<file path="config.mk">
export PLATFORM = sky130hd
export DESIGN_NAME = calc_key_ctrl
export DESIGN_NICKNAME = d
export VERILOG_FILES = /design/src/rtl/calc_key_ctrl.sv
export SDC_FILE = /design/constraint.sdc
export NUM_CORES = 1
export LEC_CHECK = 0
export CAP_MARGIN = 20
export CORE_UTILIZATION = 55
export DETAILED_ROUTE_END_ITERATION = 6
export GPL_TIMING_DRIVEN = 0
export MAX_ROUTING_LAYER = met4
export PLACE_DENSITY_LB_ADDON = 0.08
export SKIP_LAST_GASP = 1
export SLEW_MARGIN = 20
export SYNTH_ARGS = -nofsm -noshare
export SYNTH_HDL_FRONTEND = slang
export SYNTH_SLANG_ARGS = --single-unit
</file>
<file path="constraint.sdc">
create_clock -name clk_in -period 10.4 [get_ports clk_in]
set_input_delay 1.04 -clock clk_in [delete_from_list [all_inputs] [get_ports clk_in]]
set_output_delay 1.04 -clock clk_in [all_outputs]
set_load 0.1 [all_outputs]
</file>
<file path="src/rtl/calc_key_ctrl.sv">
// On-screen keypad calculator: cursor navigation, entry buffer, A op B evaluation.
// Latency: key effects 1 edge after btn_ok; +/- result 1 edge after '=', '*' 16 edges; no backpressure.
module calc_key_ctrl #(
    parameter int BUF_LEN = 16
) (
    input  logic                   clk_in,
    input  logic                   sys_rst,
    input  logic                   btn_up,
    input  logic                   btn_down,
    input  logic                   btn_left,
    input  logic                   btn_right,
    input  logic                   btn_ok,
    output logic [3:0]             cursor_x,
    output logic [3:0]             cursor_y,
    output logic [8*BUF_LEN-1:0]   disp_str_flat,
    output logic [15:0]            result,
    output logic                   calc_done,
    output logic                   busy
);
    localparam int LW = $clog2(BUF_LEN + 1);

    typedef enum logic [2:0] {S_IDLE, S_ENTRY_A, S_ENTRY_B, S_EVAL, S_DONE} state_t;
    typedef enum logic [1:0] {OP_ADD, OP_SUB, OP_MUL} op_t;

    state_t        state, state_nxt;
    op_t           op, key_op;
    logic [1:0]    cur_x, cur_y;
    logic [LW-1:0] len;
    logic [15:0]   a, b, prod, mcand, mplier;
    logic          b_has;
    logic [3:0]    cnt;
    logic [7:0]    key;
    logic [3:0]    dig;
    logic          is_dig, is_op, is_eq, is_clr;
    logic          room, do_clear, do_restart, app_dig, app_op, app_eq, eval_fin;

    assign cursor_x = {2'b00, cur_x};
    assign cursor_y = {2'b00, cur_y};

    // Key under the cursor as it stands before this cycle's move.
    always_comb begin
        key    = 8'h20;
        key_op = OP_ADD;
        is_dig = 1'b0;
        is_op  = 1'b0;
        is_eq  = 1'b0;
        is_clr = 1'b0;
        case ({cur_y, cur_x})
            4'd0:    begin key = "1"; is_dig = 1'b1; end
            4'd1:    begin key = "2"; is_dig = 1'b1; end
            4'd2:    begin key = "3"; is_dig = 1'b1; end
            4'd3:    begin key = "+"; is_op  = 1'b1; key_op = OP_ADD; end
            4'd4:    begin key = "4"; is_dig = 1'b1; end
            4'd5:    begin key = "5"; is_dig = 1'b1; end
            4'd6:    begin key = "6"; is_dig = 1'b1; end
            4'd7:    begin key = "-"; is_op  = 1'b1; key_op = OP_SUB; end
            4'd8:    begin key = "7"; is_dig = 1'b1; end
            4'd9:    begin key = "8"; is_dig = 1'b1; end
            4'd10:   begin key = "9"; is_dig = 1'b1; end
            4'd11:   begin key = "*"; is_op  = 1'b1; key_op = OP_MUL; end
            4'd12:   begin key = "C"; is_clr = 1'b1; end
            4'd13:   begin key = "0"; is_dig = 1'b1; end
            4'd14:   begin key = "="; is_eq  = 1'b1; end
            default: key = 8'h20;
        endcase
        dig = key[3:0];
    end

    // State register
    always_ff @(posedge clk_in or posedge sys_rst) begin
        if (sys_rst) state <= S_IDLE;
        else         state <= state_nxt;
    end

    // Next-state logic
    always_comb begin
        state_nxt = state;
        if (do_clear)                        state_nxt = S_IDLE;
        else if (do_restart)                 state_nxt = S_ENTRY_A;
        else if (app_dig && state == S_IDLE) state_nxt = S_ENTRY_A;
        else if (app_op)                     state_nxt = S_ENTRY_B;
        else if (app_eq)                     state_nxt = S_EVAL;
        else if (eval_fin)                   state_nxt = S_DONE;
    end

    // Output/action decode feeding the registered datapath
    always_comb begin
        room       = (len < LW'(BUF_LEN));
        do_clear   = btn_ok && is_clr;
        do_restart = btn_ok && is_dig && (state == S_DONE);
        app_dig    = btn_ok && is_dig && room &&
                     (state == S_IDLE || state == S_ENTRY_A || state == S_ENTRY_B);
        app_op     = btn_ok && is_op && room && (state == S_ENTRY_A);
        app_eq     = btn_ok && is_eq && room && (state == S_ENTRY_B) && b_has;
        eval_fin   = (state == S_EVAL) && (op != OP_MUL || cnt == 4'd15);
    end

    always_ff @(posedge clk_in or posedge sys_rst) begin
        if (sys_rst) begin
            cur_x         <= '0;
            cur_y         <= '0;
            disp_str_flat <= {BUF_LEN{8'h20}};
            len           <= '0;
            a             <= '0;
            b             <= '0;
            b_has         <= 1'b0;
            op            <= OP_ADD;
            prod          <= '0;
            mcand         <= '0;
            mplier        <= '0;
            cnt           <= '0;
            result        <= '0;
            calc_done     <= 1'b0;
            busy          <= 1'b0;
        end else begin
            if (btn_up)         cur_y <= cur_y - 2'd1;
            else if (btn_down)  cur_y <= cur_y + 2'd1;
            else if (btn_left)  cur_x <= cur_x - 2'd1;
            else if (btn_right) cur_x <= cur_x + 2'd1;

            busy      <= (state_nxt == S_EVAL);
            calc_done <= (state_nxt == S_DONE);

            if (do_clear) begin
                disp_str_flat <= {BUF_LEN{8'h20}};
                len           <= '0;
                a             <= '0;
                b             <= '0;
                b_has         <= 1'b0;
                cnt           <= '0;
                prod          <= '0;
                result        <= '0;
            end else if (do_restart) begin
                disp_str_flat <= {{(BUF_LEN-1){8'h20}}, key};
                len           <= LW'(1);
                a             <= {12'd0, dig};
                b             <= '0;
                b_has         <= 1'b0;
                result        <= '0;
            end else begin
                if (app_dig || app_op || app_eq) begin
                    disp_str_flat[8*len +: 8] <= key;
                    len                       <= len + LW'(1);
                end
                if (app_dig) begin
                    if (state == S_ENTRY_B) begin
                        b     <= b * 16'd10 + {12'd0, dig};
                        b_has <= 1'b1;
                    end else begin
                        a <= a * 16'd10 + {12'd0, dig};
                    end
                end
                if (app_op) op <= key_op;
                if (app_eq) begin
                    result <= '0;
                    prod   <= '0;
                    mcand  <= a;
                    mplier <= b;
                    cnt    <= '0;
                end
                // Multiplier consumes one bit of B per cycle; the last bit folds into the final load.
                if (state == S_EVAL) begin
                    if (eval_fin) begin
                        case (op)
                            OP_SUB:  result <= a - b;
                            OP_MUL:  result <= prod + (mplier[0] ? mcand : 16'd0);
                            default: result <= a + b;
                        endcase
                    end else begin
                        if (mplier[0]) prod <= prod + mcand;
                        mcand  <= mcand << 1;
                        mplier <= mplier >> 1;
                        cnt    <= cnt + 4'd1;
                    end
                end
            end
        end
    end
endmodule

</file>
==> impl_metrics.sql <==
INSERT INTO impl_metrics (metric_group, metric, value, unit) VALUES
('status', 'result_of_the_run', 'finished, final reports clean', ''),
('finish', 'layout-area-overhead-vs-synth', '19.8', '%'),
('job', 'max-cap-violations', '0', ''),
('timing', 'finalMaxSlewViolations', '0', ''),
('placed_design', 'count_of_input_and_output_buffers', '140', ''),
('timing', 'timing_worst_slew_pin_value', '1060', 'ps'),
('logic_synthesis', 'dominant_combinational_cell_family_by_area_after_synthesis', 'simple AND/OR/NAND/NOR gates', ''),
('logic_synthesis', 'synth_ff_type', 'sky130_fd_sc_hd__dfrtp_1', ''),
('hold_path', 'hold_path_startpoint', 'disp_str_flat[104]$_DFFE_PP0P_', ''),
('critical_path', 'cpLargestDelayFamily', 'simple AND/OR/NAND/NOR gates', ''),
('logic_synthesis', 'synthDominantAreaCellType', 'sky130_fd_sc_hd__dfrtp_1', ''),
('finish', 'layout.core_utilization', '67.3', '%'),
('finish', 'diodes', '0', ''),
('clock_tree', 'cts_sinks', '229', ''),
('clock_tree', 'post-cts-setup-buffers', '0', ''),
('critical_path', 'crit_path_end_kind', 'flip-flop', ''),
('floorplanning', 'die_x', '163', 'µm'),
('floorplanning', 'initial_core_util', '56.2', '%'),
('logic_synthesis', 'yosysSeqAreaShare', '40.5', '%'),
('logic_synthesis', 'yosys_reg_bits', '229', ''),
('timing', 'final_period_util', '48.5', '%'),
('clock_tree', 'clk_pin_slew_worst_paths', '60', 'ps'),
('floorplanning', 'ios', '161', ''),
('logic_synthesis', 'synth-simple-area-share', '18.5', '%'),
('logic_synthesis', 'syn_area', '14200', 'µm²'),
('timing', 'timing.max_slew.rel_slack', '29.3', '%'),
('logic_synthesis', 'synth_compound_area_share', '15.0', '%'),
('clock_tree', 'clock_insertion_delay_worst_skew', '530', 'ps'),
('global_route', 'vias_in_the_first_global_route', '11700', ''),
('critical_path', 'r2r.worst_path.cells', '16', ''),
('timing', 'finalCriticalPeriod', '5040', 'ps'),
('critical_path', 'reg2reg_slack', '5360', 'ps'),
('clock_tree', 'htree_levels', '1', ''),
('clock_tree', 'cts-resized-gates', '0', ''),
('finish', 'drive_gt1_share', '6.39', '%'),
('detailed_routing', 'route.antenna.remaining_nets', '0', ''),
('clock_tree', 'cts_made_buffers', '26', ''),
('timing', 'timing_hold_violations_final', '0', ''),
('logic_synthesis', 'synth.avg_cell_area', '9.29', 'µm²'),
('timing', 'layout_setup_ws', '5360', 'ps'),
('placed_design', 'detailedPlace.worstSlack', '5500', 'ps'),
('placed_design', 'detailed_place_hpwl', '29600', 'µm'),
('logic_synthesis', 'post_synth_edffs', '0', ''),
('floorplanning', 'dieHeight', '163', 'µm'),
('global_route', 'grtUsageTotal', '31.4', '%'),
('hold_path', 'min-delay-path-class', 'reg2reg', ''),
('critical_path', 'cpMaxStageDelayCell', 'sky130_fd_sc_hd__or3b_2', ''),
('logic_synthesis', 'synth_async_sr_flop_share', '100', '%'),
('placed_design', 'gp_congestion', '0.948', ''),
('clock_tree', 'tritoncts', 'yes', ''),
('clock_tree', 'max-clock-path-buffers', '3', ''),
('clock_tree', 'cts_hold_buf', '0', ''),
('finish', 'layout_commonest_cell', 'sky130_fd_sc_hd__dfrtp_1', ''),
('critical_path', 'crit_start', 'cur_x[0]$_DFFE_PP0P_', ''),
('logic_synthesis', 'yosys_warnings', '0', ''),
('timing', 'finalSetupTns', '0', 'ps'),
('detailed_routing', 'avgViaCountPerCell', '5.87', ''),
('floorplanning', 'number_of_cell_rows', '58', ''),
('detailed_routing', 'routedWlPerCell', '19.2', 'µm'),
('timing', 'timing.clock.skew', '7.91', 'ps'),
('global_route', 'grt.overflow.total', '0', ''),
('critical_path', 'cp_cell_sequence', 'clkbuf_1, xor2_1, nor2_1, a221o_1, clkbuf_1, inv_1, ha_1, inv_1, fa_1, nor2b_1, o21ai_0, or3b_2, nor3_1, nand4_1, mux2i_1, a211o_1', ''),
('global_route', 'grt_pass1_wl', '63100', 'µm'),
('hold_path', 'worst_hold_path.endpoint', 'disp_str_flat[104]$_DFFE_PP0P_', ''),
('finish', 'layout_common_cells', '213 x sky130_fd_sc_hd__dfrtp_1, 153 x sky130_fd_sc_hd__nand2_1, 140 x sky130_fd_sc_hd__clkdlybuf4s50_1', ''),
('critical_path', 'arrival', '5450', 'ps'),
('detailed_routing', 'detail_route.iter0.violations', '856', ''),
('critical_path', 'timing.rr.start', 'cur_x[0]$_DFFE_PP0P_', ''),
('critical_path', 'worst-setup-path-type', 'reg2reg', ''),
('critical_path', 'crit_required', '10810', 'ps'),
('logic_synthesis', 'yosys.area_share.xor_xnor', '6.42', '%');
worst register-to-register path, stage by stage, from the launching register on:
cell	delay, ps
sky130_fd_sc_hd__dfrtp_1	480
sky130_fd_sc_hd__clkbuf_1	410
sky130_fd_sc_hd__xor2_1	230
sky130_fd_sc_hd__nor2_1	70
sky130_fd_sc_hd__a221o_1	330
sky130_fd_sc_hd__clkbuf_1	360
sky130_fd_sc_hd__inv_1	420
sky130_fd_sc_hd__ha_1	240
sky130_fd_sc_hd__inv_1	50
sky130_fd_sc_hd__fa_1	390
sky130_fd_sc_hd__nor2b_1	120
sky130_fd_sc_hd__o21ai_0	130
sky130_fd_sc_hd__or3b_2	500
sky130_fd_sc_hd__nor3_1	450
sky130_fd_sc_hd__nand4_1	290
sky130_fd_sc_hd__mux2i_1	180
sky130_fd_sc_hd__a211o_1	270
layout make-up:
class                   instances  area (µm²)
multi-input cells            1185        7920
fillers                      2070        8250
repair buffers                142        1460
clock inverters                 8        71.3
clock buffers                  40         785
plain buffers                  87         423
well taps                     330         413
inverters                      47         184
flip-flops and latches        229        5750
flip-flops by register name (all words and copies together), names as in the netlist:
name / cells
b_has: 1
state: 3
busy: 1
cnt: 4
disp_str_flat: 112
mplier: 16
cur_y: 2
calc_done: 1
mcand: 16
b: 16
prod: 16
op: 2
a: 16
len: 5
result: 16
cur_x: 2
synthesized netlist by cell type (9+ instances only):
| cell type | number |
|---|---|
| sky130_fd_sc_hd__nand3b_1 | 9 |
| sky130_fd_sc_hd__and3_1 | 11 |
| sky130_fd_sc_hd__o31ai_1 | 26 |
| sky130_fd_sc_hd__nand4_1 | 12 |
| sky130_fd_sc_hd__a211oi_1 | 10 |
| sky130_fd_sc_hd__a21o_1 | 23 |
| sky130_fd_sc_hd__mux2i_1 | 75 |
| sky130_fd_sc_hd__a21oi_1 | 76 |
| sky130_fd_sc_hd__clkbuf_1 | 54 |
| sky130_fd_sc_hd__or3_1 | 22 |
| sky130_fd_sc_hd__nor3_1 | 49 |
| sky130_fd_sc_hd__nand2_1 | 153 |
| sky130_fd_sc_hd__dfrtp_1 | 213 |
| sky130_fd_sc_hd__buf_4 | 20 |
| sky130_fd_sc_hd__nor2_1 | 139 |
| sky130_fd_sc_hd__inv_1 | 45 |
| sky130_fd_sc_hd__xor2_1 | 51 |
| sky130_fd_sc_hd__xnor2_1 | 53 |
| sky130_fd_sc_hd__dfstp_2 | 16 |
| sky130_fd_sc_hd__ha_1 | 102 |
| sky130_fd_sc_hd__nand2b_1 | 18 |
| sky130_fd_sc_hd__a22oi_1 | 14 |
| sky130_fd_sc_hd__a22o_1 | 14 |
| sky130_fd_sc_hd__and2_1 | 22 |
| sky130_fd_sc_hd__nor3b_1 | 15 |
| sky130_fd_sc_hd__nor2b_1 | 17 |
| sky130_fd_sc_hd__o21ai_0 | 84 |
| sky130_fd_sc_hd__nand3_1 | 41 |
| sky130_fd_sc_hd__o21ai_1 | 26 |
per-layer routing:
metal | wire length, µm | vias to the layer above | global-route usage [%]
li1 | - | 5746 | -
met1 | 17800 | 5952 | 42.4
met2 | 18300 | 364 | 48.8
met3 | 2620 | 74 | 5.30
met4 | 1020 | 0 | 8.62
met5 | 0 | - | -
worst max path at each step:
stage / endpoint / cells past startpoint
after CTS: a[15]$_DFFE_PP0P_ / 13
after detailed placement: a[15]$_DFFE_PP0P_ / 13
final: a[15]$_DFFE_PP0P_ / 16
after global placement: prod[7]$_DFFE_PP0P_ / 2
after global routing: b[15]$_DFFE_PP0P_ / 18
after floorplan: a[0]$_DFFE_PP0P_ / 1
stage by stage:
step	hold slack, ps	instances	cell area (µm²)
finish	478	2068	17000
global route	496	2068	17000
CTS	484	2068	17000
detailed placement	463	2020	16200
global placement	457	2018	16100
floorplan	433	1548	14300
cell families after synthesis:
logic type | after synthesis
compound gates | 338
other cells | 1
flops | 229
buf+inv | 134
mux | 75
fa+ha+maj | 109
xor+xnor | 104
simple gates | 539
Power is left out: the tool's default activity adds up to more than one toggle a clock period on the data nets, which glitch-free logic cannot reach.
